===== src/rtl/fetch_pkg.sv =====
// Shared encodings for the instruction-fetch sequencer: FSM states, decoder
// branch codes, condition codes and instruction field positions.
package fetch_pkg;

    typedef enum logic [1:0] {
        ST_REQ   = 2'd0,
        ST_ISSUE = 2'd1,
        ST_HALT  = 2'd2
    } fetch_state_e;

    localparam logic [1:0] BR_SEQ  = 2'b00;
    localparam logic [1:0] BR_IMM  = 2'b01;
    localparam logic [1:0] BR_REG  = 2'b10;
    localparam logic [1:0] BR_HALT = 2'b11;

    typedef enum logic [2:0] {
        CC_NE   = 3'b000,
        CC_EQ   = 3'b001,
        CC_GT   = 3'b010,
        CC_LT   = 3'b011,
        CC_GTE  = 3'b100,
        CC_LTE  = 3'b101,
        CC_OVFL = 3'b110,
        CC_AL   = 3'b111
    } ccc_e;

    localparam int OPC_MSB = 15;
    localparam int OPC_LSB = 12;
    localparam int CCC_MSB = 11;
    localparam int CCC_LSB = 9;
    localparam int IMM9_W  = 9;

endpackage


===== src/rtl/fetch_unit_branch_cond.sv =====
// Condition-code evaluation for PC-relative branches.
// flags are packed {Z,V,N}.
module branch_cond
    import fetch_pkg::*;
(
    input  logic [2:0] ccc,
    input  logic [2:0] flags,
    output logic       taken
);

    logic z, v, n;

    assign z = flags[2];
    assign v = flags[1];
    assign n = flags[0];

    always_comb begin
        taken = 1'b0;
        unique case (ccc_e'(ccc))
            CC_NE:   taken = ~z;
            CC_EQ:   taken = z;
            CC_GT:   taken = ~z & ~n;
            CC_LT:   taken = n;
            CC_GTE:  taken = z | (~z & ~n);
            CC_LTE:  taken = n | z;
            CC_OVFL: taken = v;
            CC_AL:   taken = 1'b1;
            default: taken = 1'b0;
        endcase
    end

endmodule


===== src/rtl/fetch_unit.sv =====
// Instruction-fetch sequencer: PC register, memory request handshake,
// valid/ready issue to the decoder and next-PC selection.
//
// state    | meaning
// ST_REQ   | request outstanding at pc, waiting for imem_valid
// ST_ISSUE | instr valid, waiting for the decoder to accept it
// ST_HALT  | halt accepted; idle until reset
module fetch_unit
    import fetch_pkg::*;
#(
    parameter int              PC_W     = 16,
    parameter logic [PC_W-1:0] RESET_PC = '0
) (
    input  logic            clk,
    input  logic            rst,
    output logic            imem_req,
    output logic [PC_W-1:0] imem_addr,
    input  logic            imem_valid,
    input  logic [15:0]     imem_rdata,
    output logic            instr_valid,
    output logic [15:0]     instr,
    input  logic            instr_ready,
    input  logic [1:0]      branch,
    input  logic [PC_W-1:0] rs_data,
    input  logic [2:0]      flags,
    output logic [PC_W-1:0] pc,
    output logic [PC_W-1:0] pc_plus2,
    output logic            halted
);

    fetch_state_e    state, state_nxt;
    logic [PC_W-1:0] pc_nxt;
    logic [15:0]     instr_nxt;
    logic            halted_nxt;
    logic            cond_taken;
    logic [PC_W-1:0] imm_off;
    logic [PC_W-1:0] pc_rel;
    logic [PC_W-1:0] pc_reg;

    branch_cond u_branch_cond (
        .ccc   (instr[CCC_MSB:CCC_LSB]),
        .flags (flags),
        .taken (cond_taken)
    );

    assign pc_plus2  = pc + PC_W'(2);
    assign imem_addr = pc;

    // Word offset: sign-extended imm9 scaled to bytes.
    assign imm_off = {{(PC_W-IMM9_W){instr[IMM9_W-1]}}, instr[IMM9_W-1:0]} << 1;
    assign pc_rel  = pc_plus2 + imm_off;
    assign pc_reg  = rs_data & ~PC_W'(1);

    always_ff @(posedge clk) begin
        if (rst) begin
            state  <= ST_REQ;
            pc     <= RESET_PC;
            instr  <= 16'h0000;
            halted <= 1'b0;
        end else begin
            state  <= state_nxt;
            pc     <= pc_nxt;
            instr  <= instr_nxt;
            halted <= halted_nxt;
        end
    end

    always_comb begin
        state_nxt   = state;
        pc_nxt      = pc;
        instr_nxt   = instr;
        halted_nxt  = halted;
        imem_req    = 1'b0;
        instr_valid = 1'b0;
        unique case (state)
            ST_REQ: begin
                imem_req = ~rst;
                if (imem_valid) begin
                    instr_nxt = imem_rdata;
                    state_nxt = ST_ISSUE;
                end
            end
            ST_ISSUE: begin
                instr_valid = 1'b1;
                if (instr_ready) begin
                    state_nxt = ST_REQ;
                    unique case (branch)
                        BR_SEQ:  pc_nxt = pc_plus2;
                        BR_IMM:  pc_nxt = cond_taken ? pc_rel : pc_plus2;
                        BR_REG:  pc_nxt = pc_reg;
                        BR_HALT: begin
                            halted_nxt = 1'b1;
                            state_nxt  = ST_HALT;
                        end
                        default: pc_nxt = pc_plus2;
                    endcase
                end
            end
            ST_HALT: ;
            default: state_nxt = ST_REQ;
        endcase
    end

endmodule


===== config.mk =====
export PLATFORM = sky130hd
export DESIGN_NAME = fetch_unit
export DESIGN_NICKNAME = d
export VERILOG_FILES = /design/src/rtl/fetch_pkg.sv /design/src/rtl/fetch_unit_branch_cond.sv /design/src/rtl/fetch_unit.sv
export SDC_FILE = /design/constraint.sdc
export NUM_CORES = 1
export LEC_CHECK = 0
export CORE_MARGIN = 4
export CORE_UTILIZATION = 48
export DETAILED_ROUTE_END_ITERATION = 16
export PLACE_DENSITY = 0.87
export SETUP_SLACK_MARGIN = 0.05
export SLEW_MARGIN = 20
export SYNTH_ARGS = -nofsm -noshare
export SYNTH_HDL_FRONTEND = slang
export SYNTH_SLANG_ARGS = --single-unit

===== constraint.sdc =====
create_clock -name clk -period 4.3 [get_ports clk]
set_input_delay 0.86 -clock clk [delete_from_list [all_inputs] [get_ports clk]]
set_output_delay 0.86 -clock clk [all_outputs]
set_load 0.01 [all_outputs]

### Yosys cells after proc, flatten, opt, wreduce, memory -nomap -nowiden

Cells that the tools add are included.

| storage, ports and cells | value |
|---|---|
| input port bits | 41 |
| flip-flop bits (word level) | 35 |
| output and inout bits | 67 |

| cells by class | value |
|---|---|
| reduce and logical (&&, ||, !) cells | 8 |
| add/sub/neg operators | 2 |
| bitwise operators | 7 |
| muxes and demuxes | 9 |
| eq/ne operators | 14 |

Operators by type and width:

| kind | count |
|---|---|
| 16-bit one-hot mux with 3 select lines | 1 |
| 16-bit adder | 1 |
| 16-bit by 2-bit adder with 16-bit output, second input constant | 1 |
| 16-bit 2-to-1 mux | 1 |
| 3-bit equality test, second input constant | 4 |
| 3-bit AND reduction | 3 |
| 1-bit one-hot mux with 8 select lines | 1 |
| 2-bit equality test, second input constant | 3 |
| 3-bit by 2-bit equality test with 1-bit output, second input constant | 2 |
| 2-bit 2-to-1 mux | 3 |
| 2-bit one-hot mux with 3 select lines | 1 |
| 2-bit by 1-bit equality test with 1-bit output, second input constant | 2 |
| 2-bit logical NOT | 2 |
| 2-bit inequality test, second input constant | 2 |
| 1-bit NOT | 4 |
| 3-bit by 1-bit equality test with 1-bit output, second input constant | 1 |
| 3-bit logical NOT | 1 |
| 3-bit nonzero test | 1 |
| 1-bit 2-to-1 mux | 2 |
| 1-bit bitwise OR | 2 |
| 2-bit AND reduction | 1 |
| 1-bit AND | 1 |

### Logic depth before layout (Yosys ltp)

Gate-level depths: netlist of run 1.

| depth | value |
|---|---|
| depth in word-level cells | 6 |
| depth in mapped cells | 13 |
| depth with buffers taken out | 13 |

### Cells and area by module

From an unflattened synthesis of run 1, not the netlist that was laid out.

| second synthesis, totals | value |
|---|---|
| cells, all modules | 363 |
| area total of the unflattened synthesis | 2852.7 sq um |

Modules (own cells, without submodules):

| module | instances | cells each | area each (sq um) |
|---|---|---|---|
| fetch_unit | 1 | 352 | 2776.4 |
| branch_cond | 1 | 11 | 76.3 |

### Worst setup path after synthesis of run 1

OpenSTA, ideal clock, no wires.

| timing | value |
|---|---|
| kind | flip-flop to flip-flop |
| start point | reg pc[1] (netlist: imem_addr[1]) |
| end point | reg pc[14] (netlist: imem_addr[14]) |
| path buffers | 0 |
| stages on the path, launching flop included | 13 |
| setup time | 0.086 ns |
| data required time | 4.214 ns |
| arrival time | 2.843 ns |
| period minus slack after synthesis | 2.928 ns |
| setup slack | 1.372 ns |
| cell sequence | dfxtp_1 ha_1 nand3_1 nor2_1 xor2_1 ha_1 a21oi_1 nand2_1 a41oi_1 o221ai_1 a31oi_1 xor2_1 a211oi_1 |

| between the ends | value |
|---|---|
| cells in the longest elaborated chain, start to end | 4 |

Ends and longest elaborated chain:

| item | line | RTL |
|---|---|---|
| start: declaration | fetch_unit.sv:26 | `output logic [PC_W-1:0] pc,` |
| start signal: assignment | fetch_unit.sv:62 | `pc <= pc_nxt;` |
| 16-bit by 2-bit adder with 16-bit output | fetch_unit.sv:46 | `assign pc_plus2 = pc + PC_W'(2);` |
| net pc_plus2[7] | fetch_unit.sv:27 | `output logic [PC_W-1:0] pc_plus2,` |
| 16-bit adder | fetch_unit.sv:51 | `assign pc_rel = pc_plus2 + imm_off;` |
| 16-bit 2-to-1 mux | fetch_unit.sv:89 | `BR_IMM: pc_nxt = cond_taken ? pc_rel : pc_plus2;` |
| 16-bit one-hot mux with 3 select lines | fetch_unit.sv:87 | `unique case (branch)` |

The timed path passes the listed nets, and every way through them passes these cells.
A chain may end at the register's enable or synchronous reset.

### Worst setup path in the final report of run 1

| timing | value |
|---|---|
| start point | reg pc[3] (netlist: imem_addr[3]) |
| end point | out pc_plus2[14] |

| between the ends | value |
|---|---|
| cells in the longest elaborated chain, start to end | 1 |

Ends and longest elaborated chain:

| item | line |
|---|---|
| 16-bit by 2-bit adder with 16-bit output | fetch_unit.sv:46 |
| end: declaration | fetch_unit.sv:27 |

Every way passes these cells.

==> results of run 1 <==
==> worst paths after layout <==
kind,end,slack (ns),depth (start not counted)
worst min register to register,halted,0.46,2
worst max-delay path,pc_plus2[14],0.78,5
worst min-delay path,halted,0.46,2
worst max register to register,imem_addr[14],0.83,12
==> final cells by class <==
type	instances	area (um2)	area share
Clock buffer	6	82.6	0.0214
Sequential cell	34	681	0.176
Timing Repair Buffer	105	1050	0.271
Multi-Input combinational cell	285	1880	0.487
Clock inverter	1	30.0	0.00778
Inverter	14	52.6	0.0136
Tap cell	72	90.1	0.0233
==> stage by stage <==
stage	power [mW]	instance area [um2]	utilization	hold slack (ns)	instances
after floorplan	0.509	2820	-	0.470	368
after global placement	0.620	3750	0.668	0.437	510
after detailed placement	0.626	3750	0.668	0.448	510
after CTS	0.928	3860	0.688	0.457	517
after global routing	0.970	3860	0.688	0.479	517
final	0.928	3860	0.688	0.456	517
==> routing by layer <==
layer | track usage | share of wire | up-vias
met5 | 0 | 0 | -
met4 | 0.0748 | 0.020 | 0
met3 | 0.0805 | 0.099 | 19
met2 | 0.399 | 0.47 | 162
met1 | 0.282 | 0.41 | 1351
li1 | - | - | 1432
==> registers in the layout (all words and copies together), names as in the netlist <==
register   flops
imem_addr     15
halted         1
state          2
instr         16
==> cell families after synthesis <==
family / Yosys count / share of synthesized area
AOI/OAI and AO/OA: 105 / 0.248
xor gates and xnor gates: 25 / 0.0895
adders and majority gates: 23 / 0.105
buffers and inverters: 49 / 0.0922
DFF: 34 / 0.242
muxes: 2 / 0.00801
other: 1 / 0.00133
and+or+nand+nor: 127 / 0.213
==> cells in the final DEF, fill, tap and decap left out, drive strengths merged, types with 9 or more instances in the layout <==
master         Yosys  final
clkdlybuf4s50      0    103
nand2             53     53
a21oi             40     40
dfxtp             34     34
nor2              32     32
ha                22     22
xnor2             21     21
inv               14     14
o21ai             14     14
a221oi            11     11
nor3              10     10
a21o               9      9
==> synth_stat cells, types with 7 or more instances <==
| cell | n |
|---|---|
| nand2_1 | 53 |
| a21oi_1 | 40 |
| dfxtp_1 | 34 |
| nor2_1 | 32 |
| ha_1 | 22 |
| xnor2_1 | 20 |
| buf_4 | 18 |
| inv_1 | 13 |
| o21ai_0 | 12 |
| clkbuf_1 | 11 |
| a221oi_1 | 10 |
| a21o_1 | 9 |
| nor3_1 | 8 |
| nor2b_1 | 7 |
==> power by group <==
| group | internal [mW] | total, mW | switching, mW |
|---|---|---|---|
| sequential | 0.331 | 0.354 | 0.0227 |
| combinational | 0.137 | 0.269 | 0.132 |
| clock | 0.185 | 0.306 | 0.120 |
| total | 0.654 | 0.928 | 0.275 |
==> critical path, cell delays in order, from the launching register on <==
cell and delay (ns):
dfxtp_1 0.47, nand3_1 0.17, nor2_1 0.42, nand4_1 0.31, xnor2_1 0.38, clkdlybuf4s50_1 0.61
==> reports/summary.json, run 1 <==
{
  "outcome": {
    "outcome": "finished clean"
  },
  "cts": {
    "cts_tree": "built",
    "cts.htree.levels": 2,
    "root_buffer": "clkbuf_8",
    "clkSinkCount": 34,
    "cts-buffers-inserted": 5,
    "path_clk_slew_ns": 0.07,
    "cts_setup_buffers": 0,
    "cts-resized-gates": 0,
    "clk_path_buf_depth": 2,
    "hold_bufs_inserted_after_cts": 0,
    "clk-insertion-delay-late_ns": 0.29
  },
  "logic_synthesis": {
    "post_synth_main_area_contributors": "dfxtp_1 24%, ha_1 9.8%, a21oi_1 7.1%",
    "synth.top_cell.area_share": 0.242,
    "ys_dominant_reg_cell": "dfxtp_1",
    "asyncSetResetFlopFracSynth": 0,
    "synth.yosys.seq_area_share": 0.242,
    "netlist_area_mm2": 0.00281,
    "syn-instance-count": 366,
    "synth_seq_cells": 34,
    "yosys_warnings": 0,
    "yosys.area.top_type": "dfxtp_1",
    "synth_cell_types": 53,
    "synth_enable_flop_cells": 0,
    "synth.avg_cell_area_um2": 7.68
  },
  "die": {
    "coreArea_mm2": 0.00561,
    "die-area_mm2": 0.00714,
    "floorplan.initialDensity": 0.501,
    "row_count": 27,
    "chipWidth_um": 84.5,
    "fp.dieH_um": 84.5,
    "design.portCount": 108
  },
  "timing": {
    "setup_repair_after_global_routing_missed_its_margin": "false",
    "tns_ns": 0,
    "final.period_utilization": 0.818,
    "worst_slew_margin_rel": 0.383,
    "achievable-frequency_mhz": 284,
    "tightest_slew_ns": 0.924,
    "finalMaxSlewViolations": 0,
    "clock-skew-final_ns": 0.00706,
    "setup_ws_ns": 0.782,
    "setup_violations": 0,
    "hold_viol": 0,
    "final_period_minus_worst_setup_slack_ns": 3.52
  },
  "finish": {
    "post_route_cells_drive_above_1_share": 0.0427,
    "final_nets": 509,
    "insertedDiodeCount": 0,
    "layout.filler_cells": 474,
    "area_delta_synth_final_pct": 37.4
  },
  "route": {
    "remaining_drc_errors": 0,
    "drt_pre_antenna_iters": 6,
    "detail_route.wl_per_cell_um": 16.4,
    "detail_route.wirelength_um": 8490,
    "antenna_left": 0,
    "avgViaCountPerCell": 5.73,
    "num_vias": 2964,
    "first_iter_violations": 195
  },
  "global_route": {
    "grt_overflow": 0,
    "grt_antenna_before_repair": 0,
    "pin_count_of_the_biggest_net_entering_global_routing": 37,
    "grt_first_pass_wirelength_um": 14000,
    "grt_use_total": 0.237,
    "first_global_vias": 2892
  },
  "setup_path": {
    "worst_ep_arrival_time_ns": 2.66,
    "rr_startpoint": "imem_addr[1]",
    "setup.worst_path.end_class": "output port",
    "critical_path_startpoint_category": "flip-flop",
    "cp_data_required_time_ns": 3.44,
    "critical_path.max_fanout": 7,
    "worstSetupStartpoint": "imem_addr[3]",
    "worst-setup-path-type": "flip-flop to output port"
  },
  "place": {
    "detailedPlace.worstSlack_ns": 0.885,
    "place.gp.congestion": 0.946,
    "post-dp-hpwl_um": 6320,
    "buffer_ports.inserted": 103
  },
  "pwr": {
    "leakagePower_nw": 1.51,
    "power.density_mw_per_mm2": 240,
    "peakVddDrop_uv": 202
  },
  "run": {
    "cap_violations": 0
  },
  "worst_hold_path": {
    "timing.hold.worst.start": "halted",
    "worst_hold_path_type": "flip-flop to flip-flop"
  }
}
Power figures use the tool's default switching activity.
==> run 2: changes to the inputs <==
CORE_UTILIZATION = 45   (was 48)
PLACE_DENSITY = 0.82   (was 0.87)
clock period = 3.5 ns   (was 4.3 ns; I/O delays follow)
==> reports/summary.json, run 2 (synthesis gave the netlist of run 1 again) <==
{
  "route": {
    "first_iter_violations": 202,
    "drt_pre_antenna_iters": 4,
    "remaining_drc_errors": 0,
    "detail_route.wl_per_cell_um": 15.9,
    "num_vias": 2995,
    "detail_route.wirelength_um": 8360,
    "antenna_left": 0,
    "avgViaCountPerCell": 5.68
  },
  "setup_path": {
    "cp_data_required_time_ns": 2.80,
    "rr_endpoint": "imem_addr[14]",
    "setup.worst_path.end_class": "output port",
    "worst-setup-path-type": "flip-flop to output port",
    "timing.reg2reg.setup_slack_ns": 0.33,
    "rr_startpoint": "imem_addr[1]",
    "critical_path_startpoint_category": "flip-flop",
    "timing.critical_path.to": "pc_plus2[13]",
    "worstSetupStartpoint": "imem_addr[1]",
    "rr_worst_depth": 12,
    "critical_path.max_fanout": 7,
    "worst_ep_arrival_time_ns": 2.54
  },
  "cts": {
    "clk_path_buf_depth": 2,
    "cts.htree.levels": 2,
    "cts_setup_buffers": 0,
    "cts-resized-gates": 0,
    "clkSinkCount": 34,
    "clk-insertion-delay-late_ns": 0.30,
    "hold_bufs_inserted_after_cts": 0,
    "cts_tree": "built",
    "cts-buffers-inserted": 5,
    "path_clk_slew_ns": 0.07,
    "root_buffer": "clkbuf_8"
  },
  "place": {
    "postPlaceCellArea_mm2": 0.00380,
    "place_inst": 519,
    "buffer_ports.inserted": 103,
    "place.gp.congestion": 0.864,
    "post-dp-hpwl_um": 6460
  },
  "global_route": {
    "grt_first_pass_wirelength_um": 13500,
    "grt_overflow": 0,
    "first_global_vias": 2941,
    "grt_use_total": 0.224,
    "pin_count_of_the_biggest_net_entering_global_routing": 37,
    "grt_antenna_before_repair": 0
  },
  "timing": {
    "hold_viol": 0,
    "achievable-frequency_mhz": 309,
    "final_period_minus_worst_setup_slack_ns": 3.24,
    "setup_violations": 0,
    "setup_repair_after_global_routing_missed_its_margin": "false",
    "worst_slew_margin_rel": 0.606,
    "tightest_slew_ns": 0.591,
    "clock-skew-final_ns": 0.00420,
    "finalMaxSlewViolations": 0,
    "tns_ns": 0,
    "final.period_utilization": 0.925
  },
  "run": {
    "cap_violations": 0
  },
  "die": {
    "fp.dieH_um": 87.0,
    "chipWidth_um": 87.0,
    "row_count": 28,
    "design.portCount": 108,
    "coreArea_mm2": 0.00599,
    "floorplan.initialDensity": 0.469,
    "die-area_mm2": 0.00757
  },
  "finish": {
    "largest_register_ff_count": 16,
    "post_route_cells_drive_above_1_share": 0.0575,
    "final-instance-count-excl-fill": 527,
    "final_nets": 515,
    "layout.filler_cells": 523,
    "postLayoutCellArea_mm2": 0.00389,
    "largest_register": "instr",
    "layout.cells.most_common": "clkdlybuf4s50_1",
    "utilization": 0.650,
    "insertedDiodeCount": 0,
    "area_delta_synth_final_pct": 38.5,
    "final_cell_mix": "103 x clkdlybuf4s50_1, 53 x nand2_1, 40 x a21oi_1"
  },
  "worst_hold_path": {
    "worst_hold_path_type": "flip-flop to flip-flop"
  },
  "pwr": {
    "post-layout-total-power_mw": 1.08,
    "peakVddDrop_uv": 285,
    "power.density_mw_per_mm2": 277,
    "leakagePower_nw": 1.53
  },
  "outcome": {
    "outcome": "finished clean"
  }
}
run 2: worst min-delay path by stage:
stage	start	endpoint	slack [ns]	cells past startpoint
after floorplan	halted	halted	0.47	2
after global placement	halted	halted	0.44	2
after detailed placement	halted	halted	0.44	2
after CTS	halted	halted	0.46	2
after global routing	instr[13]	instr[13]	0.49	2
final	halted	halted	0.46	2
run 2: area by class of cell:
cell class	instances	area (um2)	area share
multi-input cells	285	1880	0.483
clock inverters	2	12.5	0.00322
clock buffers	6	82.6	0.0212
repair buffers	111	1090	0.280
well taps	75	93.8	0.0241
inverters	14	52.6	0.0135
flip-flops and latches	34	681	0.175
run 2: power breakdown:
group | internal [mW] | switching (mW)
clock | 0.158 | 0.153
sequential | 0.407 | 0.0266
combinational | 0.171 | 0.162
run 2: metrics by stage:
stage          hold slack (ns)  setup slack, ns
4_1_cts                  0.460            0.262
2_1_floorplan            0.470            0.572
3_5_place_dp             0.444            0.443
6_report                 0.458            0.261
5_1_grt                  0.486            0.101
3_3_place_gp             0.436            0.446
run 2: metal layers:
metal  wire length (um)  track usage  up-vias
li1                   -            -     1451
met1               3380        0.257     1409
met2               4090        0.393      121
met3                758       0.0728       14
met4                140       0.0708        0
met5                  0            0        -
run 2: worst max-delay path, stage by stage (launching register included):
cell	delay, ns
dfxtp_1	0.46
ha_1	0.27
nand3_1	0.14
buf_4	0.20
or3_4	0.42
xnor2_4	0.19
clkdlybuf4s50_1	0.56
